$ cat src/rtl/seq_truth_table_unit.sv
// Registered N-input Boolean function unit: serially loaded truth table,
// one-cycle evaluation, and a sweep engine that streams the table and counts minterms.
module seq_truth_table_unit #(
    parameter  int N_IN = 4,
    localparam int TBL  = 1 << N_IN,
    localparam int CW   = N_IN + 1
) (
    input  logic            clk,
    input  logic            rst_n,
    input  logic [N_IN-1:0] in_vec,
    input  logic            eval_en,
    output logic            y,
    input  logic            cfg_load,
    input  logic            cfg_valid,
    input  logic            cfg_bit,
    output logic            cfg_busy,
    output logic            cfg_done,
    input  logic            sweep_start,
    output logic            sweep_busy,
    output logic            sweep_valid,
    output logic [N_IN-1:0] sweep_idx,
    output logic            sweep_y,
    output logic            sweep_done,
    output logic [CW-1:0]   minterm_count,
    output logic [1:0]      dbg_state
);

    typedef enum logic [1:0] {
        IDLE  = 2'd0,
        LOAD  = 2'd1,
        SWEEP = 2'd2
    } state_t;

    localparam logic [CW-1:0]   LAST_CNT = CW'(TBL - 1);
    localparam logic [N_IN-1:0] LAST_IDX = {N_IN{1'b1}};

    state_t          state;
    logic [TBL-1:0]  active;
    logic [TBL-1:0]  shadow;
    logic [TBL-1:0]  shadow_next;
    logic [CW-1:0]   cnt;
    logic [CW-1:0]   acc;
    logic [N_IN-1:0] idx_inc;

    function automatic logic [CW-1:0] popcount(input logic [TBL-1:0] t);
        logic [CW-1:0] c;
        c = '0;
        for (int i = 0; i < TBL; i++) c = c + CW'(t[i]);
        return c;
    endfunction

    // Shadow as it will look once the incoming bit is written; the commit
    // edge copies this so the last bit lands in the active table atomically.
    always_comb begin
        shadow_next = shadow;
        shadow_next[cnt[N_IN-1:0]] = cfg_bit;
    end

    assign idx_inc   = sweep_idx + N_IN'(1);
    assign dbg_state = state;

    always_ff @(posedge clk or negedge rst_n) begin
        if (!rst_n) begin
            state         <= IDLE;
            active        <= '0;
            shadow        <= '0;
            cnt           <= '0;
            acc           <= '0;
            y             <= 1'b0;
            cfg_busy      <= 1'b0;
            cfg_done      <= 1'b0;
            sweep_busy    <= 1'b0;
            sweep_valid   <= 1'b0;
            sweep_idx     <= '0;
            sweep_y       <= 1'b0;
            sweep_done    <= 1'b0;
            minterm_count <= '0;
        end else begin
            cfg_done   <= 1'b0;
            sweep_done <= 1'b0;
            if (eval_en) y <= active[in_vec];

            case (state)
                IDLE: begin
                    if (cfg_load) begin
                        state    <= LOAD;
                        cfg_busy <= 1'b1;
                        cnt      <= '0;
                        shadow   <= '0;
                    end else if (sweep_start) begin
                        state       <= SWEEP;
                        sweep_busy  <= 1'b1;
                        sweep_valid <= 1'b1;
                        sweep_idx   <= '0;
                        sweep_y     <= active[0];
                        acc         <= '0;
                    end
                end
                LOAD: begin
                    if (cfg_load) begin
                        cnt    <= '0;
                        shadow <= '0;
                    end else if (cfg_valid) begin
                        shadow <= shadow_next;
                        cnt    <= cnt + CW'(1);
                        if (cnt == LAST_CNT) begin
                            active        <= shadow_next;
                            minterm_count <= popcount(shadow_next);
                            cfg_done      <= 1'b1;
                            cfg_busy      <= 1'b0;
                            state         <= IDLE;
                        end
                    end
                end
                SWEEP: begin
                    acc <= acc + CW'(sweep_y);
                    if (sweep_idx == LAST_IDX) begin
                        sweep_valid   <= 1'b0;
                        sweep_done    <= 1'b1;
                        sweep_busy    <= 1'b0;
                        minterm_count <= acc + CW'(sweep_y);
                        state         <= IDLE;
                    end else begin
                        sweep_idx <= idx_inc;
                        sweep_y   <= active[idx_inc];
                    end
                end
                default: state <= IDLE;
            endcase
        end
    end

endmodule
$ cat config.mk
export PLATFORM = sky130hd
export DESIGN_NAME = seq_truth_table_unit
export DESIGN_NICKNAME = d
export VERILOG_FILES = /design/src/rtl/seq_truth_table_unit.sv
export SDC_FILE = /design/constraint.sdc
export NUM_CORES = 1
export LEC_CHECK = 0
export CAP_MARGIN = 10
export CORE_UTILIZATION = 52
export DETAILED_ROUTE_END_ITERATION = 6
export GPL_TIMING_DRIVEN = 0
export HOLD_SLACK_MARGIN = 0.15
export PLACE_DENSITY = 0.83
export SYNTH_ARGS = -nofsm -noshare
export SYNTH_HDL_FRONTEND = slang
export SYNTH_SLANG_ARGS = --single-unit
$ cat constraint.sdc
create_clock -name clk -period 4.3 [get_ports clk]
set_clock_uncertainty 0.1 [all_clocks]
set_input_delay 0.43 -clock clk [delete_from_list [all_inputs] [get_ports clk]]
set_output_delay 0.43 -clock clk [all_outputs]
set_load 0.1 [all_outputs]
[Yosys cells after proc, flatten, opt, wreduce, memory -nomap -nowiden]
Cells that the tools add are included.
Cells by class
  $add $sub $neg: 18
  magnitude comparators: 4
  equal/unequal tests: 14
  mux-type cells: 53
  bitwise operators: 1
  reduce and logical (&&, ||, !) cells: 13
Operators by type and width (number)
  $add 5x1->5: 12
  $mux 16: 3
  $mux 5: 9
  $pmux 16 s2: 1
  $pmux 5 s2: 3
  $mux 1: 19
  $bwmux 16: 1
  $ne 2x2->1 const B: 8
  $lt 4x5->1 const B: 3
  $reduce_and 5->1: 3
  $mux 2: 6
  $mux 4: 3
  $reduce_and 4->1: 3
  $bmux 1 s4: 2
  $pmux 4 s2: 1
  $ne 3x3->1 const B: 2
  $pmux 1 s2: 3
  $pmux 2 s3: 1
  $reduce_and 3->1: 2
  $reduce_bool 2->1: 3
  $add 4x1->5: 1
  $add 5x1->5 const B: 1
  $eq 5x4->1 const B: 1
  $add 3x1->4: 1
  11 further kinds: 11
Storage, ports and cells
  bits in registers: 59
  input bits: 11
  output and inout bits: 18

[Logic depth before layout (Yosys ltp)]
  depth in word-level cells: 24
  mapped depth: 17

[Worst setup path after synthesis]
OpenSTA, ideal clock, no wires.
  kind: register to register
  from: register cnt[1]
  to: register minterm_count[3]
  library setup time: 0.124 ns
  arrival: 4.244 ns
  data required time: 4.076 ns
  slack: -0.167 ns
  stages on the path, launching flop included: 17
  clock period less this slack: 4.467 ns
  path through: dfrtp_1 inv_1 ha_1 nor3b_1 mux2i_1 inv_1 fa_1 fa_1 fa_1 inv_1 fa_1 inv_1 ha_1 a21o_1 a21oi_1 mux2i_1 o31a_1
On the way
  longest elaborated chain between the ends: 24
  elaborated cells on any way between the ends: 28
  classes of those cells: add/sub: 15; order compare: 2; eq/ne: 2; mux: 7; reduce/logical: 2
RTL lines
  start: declaration: RTL line 41  | logic [CW-1:0] cnt;
  start signal: assignment: RTL line 105  | cnt <= cnt + CW'(1);
  $lt 4x5->1 (implied by the code) or $ge 4x1->1 (tied branches): RTL line 56  | shadow_next[cnt[N_IN-1:0]] = cfg_bit;
  $logic_and 1x1->1 (implied by the code): RTL line 56
  $mux 1 (implied by the code): RTL line 56
  $demux 1 s4 *: RTL line 56
  $bwmux 16 *: RTL line 56
  via shadow_next[1]: RTL line 40  | logic [TBL-1:0] shadow_next;
  $add 1x1->2 *: RTL line 48  | for (int i = 0; i < TBL; i++) c = c + CW'(t[i]);
  $add 2x1->3 *: RTL line 48
  $add 3x1->4 *: RTL line 48
  $add 4x1->5 *: RTL line 48
  $add 5x1->5 * (11 in a row): RTL line 48
  $mux 5 *: RTL line 106  | if (cnt == LAST_CNT) begin
  $mux 5 *: RTL line 103  | end else if (cfg_valid) begin
  $mux 5 *: RTL line 100  | if (cfg_load) begin
  $pmux 5 s2 *: RTL line 83  | case (state)
  end signal: assignment: RTL line 108  | minterm_count <= popcount(shadow_next);
  end signal: assignment: RTL line 121  | minterm_count <= acc + CW'(sweep_y);
  end: declaration: RTL line 24  | output logic [CW-1:0] minterm_count,
Mark *: on every way through the listed nets, which the timed path passes. The rest lies on a longest branch. The select of a mux whose other input is x is not followed.
A chain may end at the register's enable or synchronous reset.

[Worst setup path after layout]
  from: register cnt[1]
  to: register minterm_count[1]
On the way
  elaborated cells on any way between the ends: 28
  classes of those cells: add/sub: 15; order compare: 2; eq/ne: 2; mux: 7; reduce/logical: 2
RTL lines (RTL line)
  $lt 4x5->1 (implied by the code) or $ge 4x1->1 (tied branches): 56
  $logic_and 1x1->1 (implied by the code): 56
  $mux 1 (implied by the code): 56
  $demux 1 s4 *: 56
  $bwmux 16 *: 56
  via shadow_next[9]: 40
  $add 5x1->5 * (7 in a row): 48
  $mux 5 *: 106
  $mux 5 *: 103
  $mux 5 *: 100
  $pmux 5 s2 *: 83
Marks and branches as above.

==> run metrics <==
DP Wirelength about 5400 um; violated checks setup timing; CTS Root Cell clkbuf_8; drt drc 0; aggregate global-route resource usage a little over a quarter; die area 6820 um^2; I/O Pins 29; Final Util 68.9%; most numerous cell in the Yosys netlist dfrtp_1; Syn-to-layout area delta 24.3%; Clock transition at path regs 0.07 ns; critical path startpoint category register; Worst EP required 4.42 ns; max cap viols 0; Arr. time, crit path approximately 4.7 ns; Post-synth EDFFs 0; Sinks on Clock Net 59; Most used DFF post-synth dfrtp_1; Power Density 363 nW/um^2; Post-DRT Antenna Nets 0; crit path from cnt[1]$_DFFE_PN0P_; Syn Nets 367; total gr overflow 0; Fin. Hold Viols 0; Crit. End Element register; drt pass-1 iters 4; Post-Layout Cell Count 467; YS warnings 0; Post-synth top cells dfrtp_1, nand2_1, o21ai_0; via/cell ratio 5.87; hold path cells 2; post-layout min period 4.60 ns; path depth of the worst reg2reg path 15; first-pass GRT wire length around 13000 um; port bufs 28; Area contributors post-synth dfrtp_1, mux2i_1, fa_1, ha_1, o21ai_0; outcome complete, but fails checks; nets 422; async set or reset register ratio after synthesis 100%; area of the multi-input gates 1820 um^2; final setup margin -0.300 ns; Initial DRC Count 130; initial antenna violation count 0; sequential share of power about 41%; H-tree Lvls 3; post-DR wirelength/cell about 17 um; Cell variety after synth 46; Sw Share 33.3%; Syn Area/Cell 10.1 um^2; FF+latch area 1480 um^2; sequential area share after synthesis 43.7%; Psw a little over 0.0005 W; largest net degree at the start of global routing 36; Post-Synthesis Cells between 300 and 400; Final Cycle Share 107%; post-synth top area share a little over two fifths; Starting Density 55.4%; core area 6100 um^2; vias 2741; vias in the first global route 2726; FILL cells 444; area leader, netlist dfrtp_1; TritonCTS clock tree built; Max FO, Critical Path 4; Post-Route WL 8140 um; mapped cell area 3380 um^2; clock buffer depth 2; die width between 80 and 90 um; hold path startpoint cnt[4]$_DFFE_PN0P_; Hold Crit Class register to register; final setup fails 4; VDD IR max between 500 and 600 uV; Final Wtd Congestion 0.830; Int Power 0.00102 W; Place WS -0.747 ns; n_diodes 0; Gate power share 25.3%; worst reg2reg path startpoint cnt[1]$_DFFE_PN0P_; Fmax achieved 217 MHz; Num CTS Buffers 9; fraction of layout cells with a size suffix above 1 20.4%; leakage 2.13 nW; worst setup path category register to register; #FFs+latches synth 59; Hold Slack around 0.38 ns; placed insts 437; Slew headroom 35.3%; row cnt 28; clk_lat worst skew 0.34 ns; Die H around 83 um; Clock Power Share 33.4%; Final Slew Violations 0; RSZ-0062 raised after global routing yes; Power Total 0.00153 W; Least-Margin Pin Slew roughly 0.97 ns
## power by group through the flow
| stage | registers, W | clock network [W] | logic, W |
|---|---|---|---|
| global placement | 0.000636 | 0 | 0.000353 |
| detailed placement | 0.000638 | 0 | 0.000363 |
| CTS | 0.000628 | 0.000516 | 0.000381 |
| floorplan | 0.000761 | 0 | 0.000137 |
| global route | 0.000634 | 0.000542 | 0.000409 |
| finish | 0.000629 | 0.000510 | 0.000386 |
## flip-flops by register name, summed over array words and instances (netlist names)
register	cells
sweep_idx	4
active	16
sweep_y	1
shadow	16
dbg_state	2
minterm_count	5
sweep_done	1
acc	5
cnt	5
cfg_done	1
cfg_busy	1
sweep_valid	1
y	1
## cell families (layout without fill, tap and decap cells)
| kind of cell | Yosys count | count (layout) | share of synthesized area [%] |
|---|---|---|---|
| and+or+nand+nor | 99 | 99 | 13.3 |
| adders and majority gates | 23 | 23 | 10.7 |
| DFF | 59 | 59 | 43.7 |
| muxes | 32 | 32 | 13.0 |
| xor gates and xnor gates | 6 | 6 | 1.56 |
| AOI/OAI and AO/OA | 70 | 70 | 12.0 |
| buffers and inverters | 44 | 103 | 5.71 |
## area by class of cell
class / count / share of cell area (%)
inverters: 29 / 2.59
clock inverters: 2 / 0.835
flip-flops and latches: 59 / 35.2
plain buffers: 15 / 2.21
clock buffers: 13 / 3.79
multi-input cells: 230 / 43.4
well taps: 75 / 2.24
repair buffers: 44 / 9.75
## layer usage
layer	GRT usage (%)	up-vias	wire, um
met3	6.26	21	520
met1	32.9	1386	3360
li1	-	1244	-
met5	0	-	0
met4	14.0	0	201
met2	44.4	90	4050
## stage by stage
| stage | instance area (um^2) | TNS (ns) |
|---|---|---|
| 2_1_floorplan | 3390 | 0 |
| 3_3_place_gp | 3760 | -2.76 |
| 3_5_place_dp | 3780 | -3.08 |
| 4_1_cts | 4120 | -0.501 |
| 5_1_grt | 4200 | -1.30 |
| 6_report | 4200 | -0.840 |
## cells in the final DEF, fill, tap and decap left out, types with 3 or more instances in the layout
master	Yosys	layout
nand2b_1	3	3
ha_1	13	9
nor2b_1	4	4
inv_2	0	3
fa_1	10	8
mux2i_2	0	7
clkdlybuf4s50_1	0	26
buf_4	4	18
mux2i_1	21	14
a21oi_1	22	20
inv_1	29	26
nand2_1	39	39
dfrtp_1	59	58
clkbuf_8	0	11
o21ai_0	31	30
buf_2	4	6
nand3_1	9	9
nor2_1	30	28
clkbuf_1	6	5
xor2_1	4	4
mux4_1	4	4
mux4_2	4	4
## final timing paths
path                                                end  slack [ns]
setup / recovery           minterm_count[1]$_DFFE_PN0P_       -0.30
hold / removal                       cnt[4]$_DFFE_PN0P_        0.38
setup reg to reg           minterm_count[1]$_DFFE_PN0P_       -0.30
hold reg to reg                      cnt[4]$_DFFE_PN0P_        0.38
max in group asynchronous         active[8]$_DFFE_PN0P_        2.94
min in group asynchronous            acc[2]$_DFFE_PN0P_        0.55
## critical path, cell delays in order, from the launching register on
cell and delay [ns]:
dfrtp_1 0.44, inv_2 0.10, ha_4 0.15, nand2_1 0.07, nor2_2 0.13, mux2i_2 0.29
inv_1 0.09, fa_1 0.48, fa_2 0.60, fa_1 0.43, fa_1 0.50, ha_2 0.19
inv_2 0.04, fa_2 0.52, o21ai_2 0.06, mux2_4 0.27
## timing repair
item	CTS	global route
endpoints found under the hold margin	24	0
hold buffers	1	0
pin swaps	5	7
setup endpoints to repair	4	4
resized for setup	20	16
setup buffers	11	3
No activity file was read; power rests on OpenSTA's default activity.
